==> config.mk <==
export PLATFORM = sky130hd
export DESIGN_NAME = cardinal_nic
export DESIGN_NICKNAME = d
export VERILOG_FILES = /design/src/rtl/cardinal_pkg.sv /design/src/rtl/nic_channel_buf.sv /design/src/rtl/cardinal_nic.sv
export SDC_FILE = /design/constraint.sdc
export NUM_CORES = 1
export LEC_CHECK = 0
export CORE_MARGIN = 10
export CORE_UTILIZATION = 24
export DETAILED_ROUTE_END_ITERATION = 7
export MAX_ROUTING_LAYER = met4
export PLACE_DENSITY = 0.45
export SETUP_SLACK_MARGIN = 0.5
export SLEW_MARGIN = 10
export SYNTH_ARGS = -nofsm -noshare
export SYNTH_HDL_FRONTEND = slang
export SYNTH_SLANG_ARGS = --single-unit
==> constraint.sdc <==
create_clock -name clk -period 1.6 [get_ports clk]
set_input_delay 0.32 -clock clk [delete_from_list [all_inputs] [get_ports clk]]
set_output_delay 0.32 -clock clk [all_outputs]
set_load 0.1 [all_outputs]
==> src/rtl/cardinal_pkg.sv <==
// Shared constants and packet layout for the cardinal NIC / router pair.
package cardinal_pkg;

  localparam int unsigned DATA_W  = 64;
  localparam int unsigned VC_BIT  = 63;
  localparam int unsigned DIR_BIT = 62;
  localparam int unsigned HOP_MSB = 55;
  localparam int unsigned HOP_LSB = 48;
  localparam int unsigned ADDR_W  = 2;
  localparam int unsigned HOP_W   = HOP_MSB - HOP_LSB + 1;
  localparam int unsigned RSVD_W  = DIR_BIT - HOP_MSB - 1;
  localparam int unsigned PLD_W   = HOP_LSB;

  // PE-visible register map
  localparam logic [ADDR_W-1:0] ADDR_IN_BUF   = 2'b00;
  localparam logic [ADDR_W-1:0] ADDR_IN_STAT  = 2'b01;
  localparam logic [ADDR_W-1:0] ADDR_OUT_BUF  = 2'b10;
  localparam logic [ADDR_W-1:0] ADDR_OUT_STAT = 2'b11;

  // Packet layout, MSB first: VC, direction, reserved, hop count, payload
  typedef struct packed {
    logic              vc;
    logic              dir;
    logic [RSVD_W-1:0] rsvd;
    logic [HOP_W-1:0]  hop;
    logic [PLD_W-1:0]  payload;
  } pkt_t;

endpackage

==> src/rtl/nic_channel_buf.sv <==
// One-entry packet register with a full flag, driven by load/unload strobes.
module nic_channel_buf
  import cardinal_pkg::*;
(
  input  logic              clk,
  input  logic              reset,
  input  logic              load,
  input  logic              unload,
  input  logic [DATA_W-1:0] d,
  output logic [DATA_W-1:0] q,
  output logic              full
);

  // Load takes priority; callers only load when empty and only unload when full
  always_ff @(posedge clk or negedge reset) begin
    if (!reset) begin
      q    <= '0;
      full <= 1'b0;
    end else if (load) begin
      q    <= d;
      full <= 1'b1;
    end else if (unload) begin
      full <= 1'b0;
    end
  end

endmodule

==> src/rtl/cardinal_nic.sv <==
// PE-side network interface: one outgoing and one incoming packet slot.
module cardinal_nic
  import cardinal_pkg::*;
(
  input  logic              clk,
  input  logic              reset,
  input  logic [ADDR_W-1:0] addr,
  input  logic [DATA_W-1:0] d_in,
  output logic [DATA_W-1:0] d_out,
  input  logic              nicEn,
  input  logic              nicWrEn,
  output logic              net_so,
  input  logic              net_ro,
  output logic [DATA_W-1:0] net_do,
  input  logic              net_polarity,
  input  logic              net_si,
  output logic              net_ri,
  input  logic [DATA_W-1:0] net_di
);

  pkt_t out_q;
  pkt_t in_q;
  logic out_full;
  logic in_full;
  logic pe_wr;
  logic pe_rd;
  logic out_load;
  logic in_load;
  logic in_unload;

  // PE access decode
  always_comb begin
    pe_wr     = nicEn & nicWrEn;
    pe_rd     = nicEn & ~nicWrEn;
    out_load  = pe_wr & (addr == ADDR_OUT_BUF) & ~out_full;
    in_unload = pe_rd & (addr == ADDR_IN_BUF) & in_full;
  end

  // Router handshakes; a packet leaves only in the phase matching its VC
  always_comb begin
    net_so  = out_full & net_ro & (out_q.vc == net_polarity);
    net_do  = out_q;
    net_ri  = reset & ~in_full;
    in_load = net_si & net_ri;
  end

  nic_channel_buf u_out_buf (
    .clk    (clk),
    .reset  (reset),
    .load   (out_load),
    .unload (net_so),
    .d      (d_in),
    .q      (out_q),
    .full   (out_full)
  );

  nic_channel_buf u_in_buf (
    .clk    (clk),
    .reset  (reset),
    .load   (in_load),
    .unload (in_unload),
    .d      (net_di),
    .q      (in_q),
    .full   (in_full)
  );

  // PE read data register; holds its value when no read is issued
  always_ff @(posedge clk or negedge reset) begin
    if (!reset) begin
      d_out <= '0;
    end else if (pe_rd) begin
      case (addr)
        ADDR_IN_BUF:   d_out <= in_q;
        ADDR_IN_STAT:  d_out <= DATA_W'(in_full);
        ADDR_OUT_BUF:  d_out <= '0;
        ADDR_OUT_STAT: d_out <= DATA_W'(out_full);
        default:       d_out <= '0;
      endcase
    end
  end

endmodule

### After elaboration in Yosys (flattened, before gate mapping)

Cells that the tools add are included.

| storage, ports and cells | value |
|---|---|
| register bits after elaboration | 194 |
| latch bits | 0 |
| bits in writable memories | 0 |
| bits in read-only memories | 0 |
| input port bits | 137 |
| output and inout port bits | 130 |
| logic and storage cells | 30 |
| memories kept | 0 |

| cells by class | value |
|---|---|
| add/subtract/negate cells | 0 |
| multiply operators | 0 |
| div/mod/pow operators | 0 |
| $lt $le $gt $ge | 0 |
| equality and inequality tests | 4 |
| shift-type cells | 0 |
| mux-type cells | 5 |
| bitwise gates (word level) | 13 |
| reductions and logical operators | 3 |

Operators by type and width:

| kind | number |
|---|---|
| 64-bit one-hot mux with 4 select lines | 1 |
| 1-bit AND | 10 |
| 2-bit == test (second input constant) | 2 |
| 1-bit two-way mux | 4 |
| 2-bit nonzero test | 2 |
| 1-bit NOT | 3 |
| 2-bit by 1-bit == test with 1-bit output (second input constant) | 1 |
| 2-bit logical NOT | 1 |
| 1-bit == test | 1 |

### Longest topological paths before layout

| depth | value |
|---|---|
| depth in word-level cells | 6 |
| gate-level depth with buffers | 5 |
| depth with buffers taken out | 3 |

### Hierarchy

From an unflattened synthesis, not the netlist that was laid out.

| unflattened totals | value |
|---|---|
| cells, all modules | 430 |
| area total of the unflattened synthesis | 7592.3 um^2 |

By module, submodules not included:

| module | times used | cells an instance | area an instance (um^2) | seq. area each (um^2) |
|---|---|---|---|---|
| nic_channel_buf | 2 | 138 | 2615.0 | 1626.6 |
| cardinal_nic | 1 | 154 | 2362.3 | 1601.5 |

### Worst setup path before layout

No wires, ideal clock.

| timing | value |
|---|---|
| path kind | reg-to-reg |
| start point | register u_in_buf.full |
| end point | register u_in_buf.q[14] |
| setup time | 0.125 ns |
| data arrival time | 2.554 ns |
| required time | 1.475 ns |
| slack | -1.079 ns |
| stages on the path, launching flop included | 6 |
| path buffers | 2 |
| period minus slack after synthesis | 2.679 ns |
| cell sequence | dfrtp_1 nor2b_1 nand2_1 buf_4 buf_6 mux2_2 |

| between the ends | value |
|---|---|
| longest elaborated chain between the ends | 3 |

Ends and longest elaborated chain:

| item | RTL line | text |
|---|---|---|
| start, declared | nic_channel_buf.sv:11 | `output logic full` |
| start signal, assigned | nic_channel_buf.sv:18 | `full <= 1'b0;` |
| start signal, assigned | nic_channel_buf.sv:21 | `full <= 1'b1;` |
| start signal, assigned | nic_channel_buf.sv:23 | `full <= 1'b0;` |
| 1-bit NOT | cardinal_nic.sv:43 | `net_ri = reset & ~in_full;` |
| 1-bit AND | cardinal_nic.sv:43 |  |
| net net_ri | cardinal_nic.sv:17 | `output logic net_ri,` |
| 1-bit AND | cardinal_nic.sv:44 | `in_load = net_si & net_ri;` |
| end signal, assigned | nic_channel_buf.sv:17 | `q <= '0;` |
| end signal, assigned | nic_channel_buf.sv:20 | `q <= d;` |
| end, declared | nic_channel_buf.sv:10 | `output logic [DATA_W-1:0] q,` |

The timed path passes the listed nets, and every way through them passes these cells.
A chain may end at the register's enable or synchronous reset.

### Worst setup path in the final report

| timing | value |
|---|---|
| start point | register u_out_buf.q[63] |
| end point | output net_so |

| between the ends | value |
|---|---|
| longest elaborated chain between the ends | 2 |

Ends and longest elaborated chain:

| item | RTL line | text |
|---|---|---|
| start, declared | nic_channel_buf.sv:10 |  |
| start signal, assigned | nic_channel_buf.sv:17 |  |
| start signal, assigned | nic_channel_buf.sv:20 |  |
| 1-bit == test | cardinal_nic.sv:41 | `net_so = out_full & net_ro & (out_q.vc == net_polarity);` |
| 1-bit AND | cardinal_nic.sv:41 |  |
| end, declared | cardinal_nic.sv:12 | `output logic net_so,` |

No other way between the ends.

==> impl_results.md <==
* Clock Power Share at 0.144
* Sequential area share after synthesis at 0.662
* Worst EP arrival at 1.43 ns
* Cells after synthesis at 429
* Combinational power share at 0.572
* Via density at 4.34
* Syn nets at 566
* Clock-pin slew on the worst setup and hold paths at 0.07 ns
* Clk buf depth at 2
* RSZ-0062 raised after global routing: yes
* Sw power at 13.6 mW
* Via count of the routed design at 5133
* Cell variety after synth at 21
* Pleak at 6.48 nW
* Slowest stage cell, crit path: dfrtp_4
* Initial DRC count at 190
* First-pass GRT wire length at 41000 µm
* # IOs at 267
* IO Port Bufs at approximately 270
* PD cells at 2170 mW/mm²
* Yosys reg bits at between 150 and 200
* Critical Path RT at roughly 1.3 ns
* Fmax achieved at 572 MHz
* Async SR Flop Fraction at 1.00
* Critical path cell sequence: xnor2_2 -> and3_4 -> buf_12
* Crit path time final at ~1.7 ns
* Overall Power at slightly above 30 mW
* Worst setup SP type: flop
* Share of cells above drive strength 1 at 0.657
* Gpl congestion at 0.732
* Vias in the first global route at 5878
* CP bufs+invs at 1
* Fin crit share at 1.09
* Worst min-delay path class: input pin to async pin
* Cell Area, Synth at 0.00734 mm²
* Kind of critical path: flop to output pin
* Core footprint at 0.0299 mm²
* Root buffer cell: clkbuf_16
* Status: finished, violations left
* Pint at 17.1 mW
* Post-Route Skew at 0.0125 ns
* Endpoints failing hold at 0
* Die area at 0.0380 mm²
* VDD IR max at 860 µV
* Area grow syn2layout at 93.2%
* H-Tree Depth at 4
* Fin area at 0.0142 mm²
* Critical path peak fanout at 2
* Residual DRC at 0
* Antenna violations before repair at 4
* Routed len/inst at 22.8 µm
* Fin worst setup slack at -0.147 ns
* Worst skew pair latency at 0.44 ns
* CTS tree: yes
* Initial Util at 0.246
* Setup violators final at 1
* Top delay family on crit path: flip-flops
* Busiest grt layer: met2
* Post-Route WL at 27000 µm
* Seq pwr share at 0.284
* Final Max Tran Viols at 0
* Crit. End Element: output pin
* Post-CTS Hold Fix Bufs at 0
* DIE HEIGHT at 195 µm
* M2 GR Usage at 0.243
* EDFF count, synth at 0
* Largest net degree at the start of global routing at between 150 and 200
* Net Sw Frac at 0.443
* Number of max-cap violations at 0
* Slowest cell delay on critical path at ~0.48 ns
* Die width at approximately 200 µm
* First drt pass iteration count at 4
* Most frequent cells in the layout: buf_12, clkdlybuf4s50_1, mux2_4, dfrtp_2, dfrtp_1
* GRT Overall Usage at 0.146
* Routing usage on met1 at 0.165
* Worst Tran Pin Value at ~1.1 ns
* Nets at 913
* Top_reg_cell synth: dfrtp_1
* Row count at 63
* Most common cell after layout, fill and taps aside: buf_12
* Post-synthesis average cell area at 17.1 µm²
* Met3 usage in global routing at 0.0477
* Filler cells at approximately 2500
* Slew headroom at 0.285
* DP Area at 0.0121 mm²
* Dpl hpwl at 16800 µm
* CTS Sinks at 194
* Ys Warns at 0
* GRT overflow at 0
* Failing checks: negative setup slack
* CTS Buf Count at 17
* Antenna viol nets, final at 0
[Yosys cell counts, types with 2 or more instances]
cell / number / area (µm²)
a22o_1: 63 / 552
buf_6: 10 / 113
buf_2: 10 / 50.1
o21ai_0: 2 / 10.0
nor2_1: 2 / 7.51
dfrtp_1: 194 / 4850
buf_1: 4 / 15.0
mux2_2: 80 / 901
inv_1: 3 / 11.3
mux2_4: 49 / 736
buf_4: 2 / 15.0
[worst reg2reg max path: cells and delay by family (launching register included)]
kind	cells	cell delay [ns]
buffers and inverters	3	0.48
flip-flops	1	0.42
multiplexers	1	0.30
AND/OR/NAND/NOR	2	0.26
[sequential cells by signal, indices dropped and copies added, names as in the netlist]
| register | cells |
|---|---|
| u_in_buf.q | 64 |
| d_out | 64 |
| u_out_buf.q | 64 |
| u_out_buf.full | 1 |
| u_in_buf.full | 1 |
[power by group through the flow]
stage	Clock, mW	Sequential [mW]	Combinational, mW
floorplan	0	15.8	2.40
global placement	0	8.70	16.0
detailed placement	0	8.79	16.1
CTS	4.63	8.74	17.5
global route	4.83	8.99	18.0
finish	4.42	8.74	17.6
[metrics by stage]
| stage | hold slack [ns] | utilization | setup TNS [ns] | setup slack [ns] | cells |
|---|---|---|---|---|---|
| 2_1_floorplan | 0.0244 | - | -5.55 | -0.109 | 429 |
| 3_3_place_gp | 0.466 | 0.405 | -27.10 | -0.268 | 1083 |
| 3_5_place_dp | 0.472 | 0.405 | -27.31 | -0.265 | 1083 |
| 4_1_cts | 0.197 | 0.465 | -0.188 | -0.188 | 1161 |
| 5_1_grt | 0.166 | 0.475 | -0.478 | -0.206 | 1183 |
| 6_report | 0.0465 | 0.475 | -0.147 | -0.147 | 1183 |
[routing by layer]
layer  up-vias  routed length, µm
met4         0                276
met2       142              14200
met1      2702              11000
li1       2276                  -
met3        13               1550
met5         -                  0
[path summary, 6_finish.rpt]
kind / start / end / slack (ns) / depth (start not counted)
hold reg to reg: u_in_buf.q[15] / d_out[15] / 0.49 / 1
min in group clk: addr[0] / d_out[0] / 0.37 / 4
max in group asynchronous: reset / d_out[12] / 0.61 / 2
hold / removal: reset / u_in_buf.q[9] / 0.05 / 2
setup reg to reg: u_in_buf.full / u_in_buf.q[57] / 0.04 / 6
setup / recovery: u_out_buf.q[63] / net_so / -0.15 / 3
[cell type report]
class	instances	area, µm²	area share
antenna	4	10.0	0.000706
clock inverter	12	154	0.0109
multi-input combinational	206	2660	0.188
tap	390	488	0.0344
timing repair buffer	354	5390	0.380
sequential	194	5020	0.354
clock buffer	20	447	0.0315
inverter	3	11.3	0.000794
[logic make-up (layout without fill, tap and decap cells)]
| family | count (synthesis) | in the layout | share of synthesized area |
|---|---|---|---|
| flip-flops | 194 | 194 | 0.662 |
| multiplexers | 129 | 129 | 0.223 |
| AO/OA/AOI/OAI | 67 | 67 | 0.0785 |
| buffers and inverters | 30 | 389 | 0.0283 |
| AND/OR/NAND/NOR | 8 | 9 | 0.00717 |
| XOR/XNOR | 1 | 1 | 0.00119 |
| other | 0 | 4 | 0 |
[repair_timing]
item                       in CTS  in global routing
gates resized for setup       132                 11
cloned                         16                  6
buffers inserted               30                 12
setup endpoints to repair     324                342
pin swaps                       2                  3
Power figures use the tool's default switching activity.
